==> config.mk <==
export PLATFORM = sky130hd
export DESIGN_NAME = hud_update_ctrl
export DESIGN_NICKNAME = d
export VERILOG_FILES = /design/src/rtl/hud_update_ctrl.sv
export SDC_FILE = /design/constraint.sdc
export NUM_CORES = 1
export LEC_CHECK = 0
export CAP_MARGIN = 10
export CORE_ASPECT_RATIO = 2
export CORE_MARGIN = 2
export CORE_UTILIZATION = 61
export CTS_CLUSTER_DIAMETER = 50
export DETAILED_ROUTE_END_ITERATION = 8
export DONT_BUFFER_PORTS = 1
export GPL_TIMING_DRIVEN = 0
export PLACE_DENSITY = 0.77
export SYNTH_ARGS = -nofsm -noshare
export SYNTH_HDL_FRONTEND = slang
export SYNTH_SLANG_ARGS = --single-unit
==> constraint.sdc <==
create_clock -name vclock -period 5.9 [get_ports vclock]
set_input_delay 1.475 -clock vclock [delete_from_list [all_inputs] [get_ports vclock]]
set_output_delay 1.475 -clock vclock [all_outputs]
set_load 0.02 [all_outputs]
==> src/rtl/hud_update_ctrl.sv <==
// HUD digit write scheduler: tracks per-drum hit counts and issues one
// renderer write per changed blob, started only during vertical blanking.
module hud_update_ctrl #(
   parameter int NUM_BLOBS    = 4,
   parameter int VBLANK_START = 768,
   parameter int MAX_DIGIT    = 9
) (
   input  logic                 vclock,
   input  logic                 reset_n,
   input  logic [NUM_BLOBS-1:0] hit,
   input  logic                 clear,
   input  logic [9:0]           vcount,
   output logic                 write,
   output logic [3:0]           num,
   output logic [3:0]           blob,
   output logic                 busy
);

   typedef enum logic [1:0] {
      S_IDLE  = 2'd0,
      S_GRANT = 2'd1,
      S_WRITE = 2'd2,
      S_GAP   = 2'd3
   } state_t;

   state_t               state_q, state_d;
   logic [3:0]           count_q [NUM_BLOBS];
   logic [3:0]           count_d [NUM_BLOBS];
   logic [NUM_BLOBS-1:0] pending_q, pending_d;
   logic [3:0]           rr_ptr_q, rr_ptr_d;
   logic [3:0]           sel_q, sel_d;
   logic                 write_q, write_d;
   logic [3:0]           num_q, num_d;
   logic [3:0]           blob_q, blob_d;
   logic                 busy_q, busy_d;
   logic [3:0]           cur_count;
   logic                 in_vblank;

   // First pending blob at or after ptr, wrapping modulo NUM_BLOBS.
   function automatic logic [3:0] rr_select(input logic [NUM_BLOBS-1:0] pend,
                                            input logic [3:0] ptr);
      logic [3:0] pick;
      logic       found;
      int         idx;
      pick  = ptr;
      found = 1'b0;
      for (int k = 0; k < NUM_BLOBS; k++) begin
         idx = int'(ptr) + k;
         if (idx >= NUM_BLOBS) idx = idx - NUM_BLOBS;
         if (!found && pend[idx]) begin
            found = 1'b1;
            pick  = 4'(idx);
         end
      end
      return pick;
   endfunction

   assign in_vblank = (vcount >= 10'(VBLANK_START));

   always_comb begin
      state_d   = state_q;
      rr_ptr_d  = rr_ptr_q;
      sel_d     = sel_q;
      write_d   = 1'b0;
      num_d     = num_q;
      blob_d    = blob_q;
      pending_d = pending_q;
      cur_count = 4'd0;

      for (int i = 0; i < NUM_BLOBS; i++) begin
         count_d[i] = count_q[i];
         if (sel_q == 4'(i)) cur_count = count_q[i];
      end

      // Hits and clear always re-pend, so a write racing them never drops the newer value.
      for (int i = 0; i < NUM_BLOBS; i++) begin
         if (clear) begin
            count_d[i]   = 4'd0;
            pending_d[i] = 1'b1;
         end else if (hit[i]) begin
            count_d[i]   = (count_q[i] == 4'(MAX_DIGIT)) ? 4'd0 : count_q[i] + 4'd1;
            pending_d[i] = 1'b1;
         end else if (state_q == S_WRITE && sel_q == 4'(i)) begin
            pending_d[i] = 1'b0;
         end
      end

      case (state_q)
         S_IDLE: begin
            if (|pending_q && in_vblank) state_d = S_GRANT;
         end
         S_GRANT: begin
            sel_d   = rr_select(pending_q, rr_ptr_q);
            state_d = S_WRITE;
         end
         S_WRITE: begin
            write_d = 1'b1;
            blob_d  = sel_q;
            num_d   = cur_count;
            state_d = S_GAP;
         end
         S_GAP: begin
            rr_ptr_d = (sel_q == 4'(NUM_BLOBS - 1)) ? 4'd0 : sel_q + 4'd1;
            state_d  = S_IDLE;
         end
         default: state_d = S_IDLE;
      endcase

      busy_d = (state_d != S_IDLE) || (|pending_d);
   end

   always_ff @(posedge vclock or negedge reset_n) begin
      if (!reset_n) begin
         state_q   <= S_IDLE;
         pending_q <= '1;
         rr_ptr_q  <= 4'd0;
         sel_q     <= 4'd0;
         write_q   <= 1'b0;
         num_q     <= 4'd0;
         blob_q    <= 4'd0;
         busy_q    <= 1'b1;
         for (int i = 0; i < NUM_BLOBS; i++) count_q[i] <= 4'd0;
      end else begin
         state_q   <= state_d;
         pending_q <= pending_d;
         rr_ptr_q  <= rr_ptr_d;
         sel_q     <= sel_d;
         write_q   <= write_d;
         num_q     <= num_d;
         blob_q    <= blob_d;
         busy_q    <= busy_d;
         for (int i = 0; i < NUM_BLOBS; i++) count_q[i] <= count_d[i];
      end
   end

   assign write = write_q;
   assign num   = num_q;
   assign blob  = blob_q;
   assign busy  = busy_q;

endmodule
# Yosys cells after proc, flatten, opt, wreduce, memory -nomap -nowiden
# Index checks and enable logic that the tools add are counted.
# word_totals
in_bits	17
reg_bits	40
# classes
addsub	12
n_reduce_logical	21
n_mux	62
order_cmp	9
eq_ne	10
# op_table
op	n
2-to-1 mux 32 bit	8
less-than comparator 32 x 4 -> 1 bit (second input constant)	4
2-to-1 mux 4 bit	21
2-to-1 mux 1 bit	27
adder 4 x 1 -> 4 bit (second input constant)	5
subtractor 5 x 3 -> 6 bit (second input constant)	3
equality test 4 bit (second input constant)	4
>= comparator 5 x 3 -> 1 bit (second input constant)	3
adder 4 x 2 -> 5 bit (second input constant)	2
>= comparator 10 bit (second input constant)	1
nonzero test 2 bit	5
binary-select mux 1 bit (select 2 bit)	4
equality test 4 x 2 -> 1 bit (second input constant)	2
logical AND 1 bit	8
case mux 2 bit (4 select lines)	1
OR reduction 4 bit	2
adder 4 x 1 -> 5 bit (second input constant)	1
subtractor 4 x 3 -> 5 bit (second input constant)	1
equality test 2 bit (second input constant)	2
equality test 4 x 1 -> 1 bit (second input constant)	1
>= comparator 4 x 3 -> 1 bit (second input constant)	1
zero test 4 bit	1
zero test 1 bit	3
equality test 2 x 1 -> 1 bit (second input constant)	1
other kinds (3)	3

# Depth between registers and ports, before layout
# logic_depth
ltp_word	19
ltp_mapped	12

# Least setup slack after synthesis
# Ideal clock, no wire load.
# synth_path
path_kind	register to register
start	reg rr_ptr_q[1]
end	reg sel_q[3]
slack_ns	3.567
arrival_time_ns	2.200
path_buffers	0
path_stages_with_launch	11
path_cell_list	dfrtp_1 -> inv_1 -> ha_1 -> a21oi_1 -> xnor2_1 -> ha_1 -> a21boi_0 -> o21ai_0 -> a2111o_1 -> o21ai_0 -> a31oi_1
# synth_between
elab_chain_len	19
word_cells_on_any_way	47
cone_classes	7 x add/sub; 4 x order compare; 30 x mux; 6 x reduce/logical
# synth_lines
element	line	text
start: declaration	30	logic [3:0] rr_ptr_q, rr_ptr_d;
start signal: assignment	126	rr_ptr_q <= rr_ptr_d;
branches (longest 18 deep; another with subtractor 5 x 3 -> 6 bit)	n/a	
2-to-1 mux 4 bit *	50	if (!found && pend[idx]) begin
end signal: assignment	127	sel_q <= sel_d;
end: declaration	31	logic [3:0] sel_q, sel_d;
# Mark *: on every way between the ends. The select of a mux whose other input is x is not followed.
# A chain may end at the register's enable or synchronous reset.

# Worst setup path in the final report
# layout_path
start	reg rr_ptr_q[1]
end	reg sel_q[2]
# Same word-level chain as after synthesis.

==> flow_summary.json <==
{
  "status": "complete, no violations",
  "grt_pass1_wl_mm": 10.1,
  "cts.path.max_buffers": 2,
  "crit_end": "sel_q[2]",
  "synth_xor_area_frac": 0.0344,
  "crit_chain": "ha_1, nand2_1, xnor2_1, ha_1, a21boi_0, and3_1, o21ai_2, xnor2_1, o2111ai_1, a31oi_1",
  "ys.flop_type": "dfrtp_1",
  "synthArstFlopShare": 1.00,
  "critPathMaxStageDelay_ps": 560,
  "post-route-util": 0.680,
  "cp_num_buf_inv": 0,
  "cts-root-buf": "clkbuf_8",
  "syn_area_mm2": 0.00280,
  "tightest_slew_ps": 553,
  "cts-buffers-inserted": 5,
  "final-hold-violation-count": 0,
  "insertion_delay_ps": 310,
  "synth-simple-area-share": 0.159,
  "drive_above_1_share": 0.0875,
  "rows": 34,
  "startpoint": "rr_ptr_q[1]",
  "synth-warning-count": 0,
  "layout_common_cells": "nand2_1 (38), dfrtp_1 (35), ha_1 (31)",
  "synth_compound_area_frac": 0.182,
  "cp_slowest_cell": "dfrtp_1",
  "place_hpwl_mm": 4.73,
  "vias_per_cell": 6.03,
  "wl_per_cell_um": 16.4,
  "crit_cells": 10,
  "r2r_end": "sel_q[2]",
  "synth_top_family_by_area": "compound AO/OA/AOI/OAI gates",
  "ctsResizeCount": 0,
  "cp_data_arrival_time_ps": 2960,
  "setup_tns_ps": 0,
  "max_cap_violations": 0,
  "vias": 2255,
  "overflow": 0,
  "required_ps": 6080,
  "finalWeightedCongestion": 0.823,
  "endpoint_kind": "flop",
  "start_util": 0.638,
  "fin_crit_ps": 2780,
  "die-area_mm2": 0.00518,
  "hold_buffers": 0,
  "yosys.cell_types.count": 48,
  "synth_seq_cells": 40,
  "slew_headroom": 0.631,
  "r2r_setup_slack_ps": 3120,
  "ant_nets": 0,
  "drcViolationCount": 0,
  "htree_levels": 2,
  "cts_sinks": 40,
  "synth.area.mux_share": 0.0765,
  "synthCells": 312,
  "dieWidth_um": 51.9,
  "cts_setup_buffers": 0,
  "startpoint_type": "flop",
  "area_delta_synth_final_pct": 6.53,
  "vdd_drop_max_v": 0.000311,
  "finalSetupViolCount": 0,
  "num_io_pins": 27,
  "synth_nets": 360,
  "grt_pass1_vias": 2274,
  "final_max_slew_viol_count": 0,
  "cts_tree": "yes",
  "antenna_cells": 0,
  "power_leakage_nw": 1.26,
  "core_mm2": 0.00438,
  "drt_iter0_markers": 63,
  "synth-edff-count": 0,
  "synth.avg_cell_area_um2": 8.97,
  "grtUsageTotal": 0.262,
  "rsz0062_at_grt": "false",
  "seq_area_frac_synth": 0.360,
  "fmax_mhz": 360,
  "rr_worst_depth": 10,
  "grt_start_max_net_pins": 41,
  "crit_fanout": 9,
  "r2r_start": "rr_ptr_q[1]",
  "wirelength_mm": 6.15,
  "hold_class": "reg2reg",
  "synthAdderAreaFrac": 0.139,
  "fin_skew_ps": 9.80,
  "fin_nets": 367,
  "crit_type": "reg2reg",
  "antenna_found_initial": 0,
  "die_y_um": 99.8,
  "first_pass_iters": 4,
  "port_buffers": 0,
  "power.density_mw_per_mm2": 432,
  "crit_family": "compound AO/OA/AOI/OAI gates",
  "final_common_cell": "nand2_1",
  "clk_pin_slew_worst_paths_ps": 90,
  "fin_crit_sh": 0.471
}
==> state kept, by name (all words and copies together), names as in the netlist <==
signal	count
write	1
blob	4
state_q	2
pending_q	4
busy	1
sel_q	4
count_q	16
rr_ptr_q	4
num	4
==> tightest hold or removal path: cells and delay by family, from the launching register on <==
family	cells	cell delay [ps]
AND/OR/NAND/NOR	1	80
AO/OA/AOI/OAI	1	60
flip-flops	1	430
==> area by class of cell <==
| class | instances | area (um^2) |
|---|---|---|
| clock buffer | 5 | 68.8 |
| clock inverter | 3 | 46.3 |
| tap | 54 | 67.6 |
| inverter | 27 | 101 |
| buffer | 9 | 37.5 |
| sequential | 40 | 1010 |
| fill | 364 | 1400 |
| multi-input combinational | 236 | 1650 |
==> metal layers <==
metal | track usage | part of all wire | wire length, um
met5 | 0 | 0 | 0
met4 | 0.154 | 0.045 | 276
met3 | 0.0402 | 0.023 | 141
met2 | 0.502 | 0.58 | 3570
met1 | 0.240 | 0.35 | 2160
==> per-stage QoR <==
stage          setup slack (ps)  power, mW  hold slack (ps)  cells  cell area [um^2]
2_1_floorplan              3570      0.907              532    312              2800
3_3_place_gp               3180       1.03              563    366              2870
3_5_place_dp               3140       1.06              583    366              2870
4_1_cts                    3120       1.29              598    374              2980
5_1_grt                    2970       1.39              632    374              2980
6_report                   3120       1.29              594    374              2980
==> logic make-up (layout without fill, tap and decap cells) <==
group / count (synthesis) / after routing
multiplexers: 17 / 17
AO/OA/AOI/OAI: 82 / 82
buffers and inverters: 36 / 44
adder cells (fa/ha/maj): 31 / 31
XOR/XNOR: 11 / 11
flip-flops: 40 / 40
AND/OR/NAND/NOR: 95 / 95
==> worst min path at each step <==
stage | start | endpoint | depth (start not counted)
4_1_cts | count_q[7] | count_q[7] | 2
3_5_place_dp | count_q[5] | count_q[5] | 2
5_1_grt | count_q[5] | count_q[5] | 2
6_report | count_q[7] | count_q[7] | 2
2_1_floorplan | count_q[5] | count_q[5] | 2
3_3_place_gp | count_q[5] | count_q[5] | 2
==> report_power, final <==
part / internal [mW] / total, mW / switching [mW]
logic: 0.267 / 0.619 / 0.352
registers: 0.333 / 0.438 / 0.104
clock network: 0.127 / 0.231 / 0.104
==> synthesized netlist by cell type, types with 2 or more instances <==
library cell / number / area [um^2]
nand2_1: 38 / 143
dfrtp_1: 35 / 876
ha_1: 31 / 388
a21oi_1: 30 / 150
nor2_1: 28 / 105
inv_1: 27 / 101
o21ai_0: 16 / 80.1
mux2i_1: 9 / 90.1
xnor2_1: 9 / 78.8
nor3_1: 7 / 35.0
clkbuf_1: 6 / 22.5
a21boi_0: 5 / 37.5
a31oi_1: 5 / 31.3
dfstp_2: 5 / 131
mux2_2: 5 / 56.3
nand2b_1: 5 / 31.3
o22ai_1: 5 / 31.3
a211o_1: 4 / 35.0
a211oi_1: 4 / 30.0
nand3b_1: 4 / 30.0
mux4_2: 3 / 67.6
a311o_1: 2 / 20.0
buf_1: 2 / 7.51
nand3_1: 2 / 10.0
xor2_1: 2 / 17.5
(Power assumes the default switching activity.)
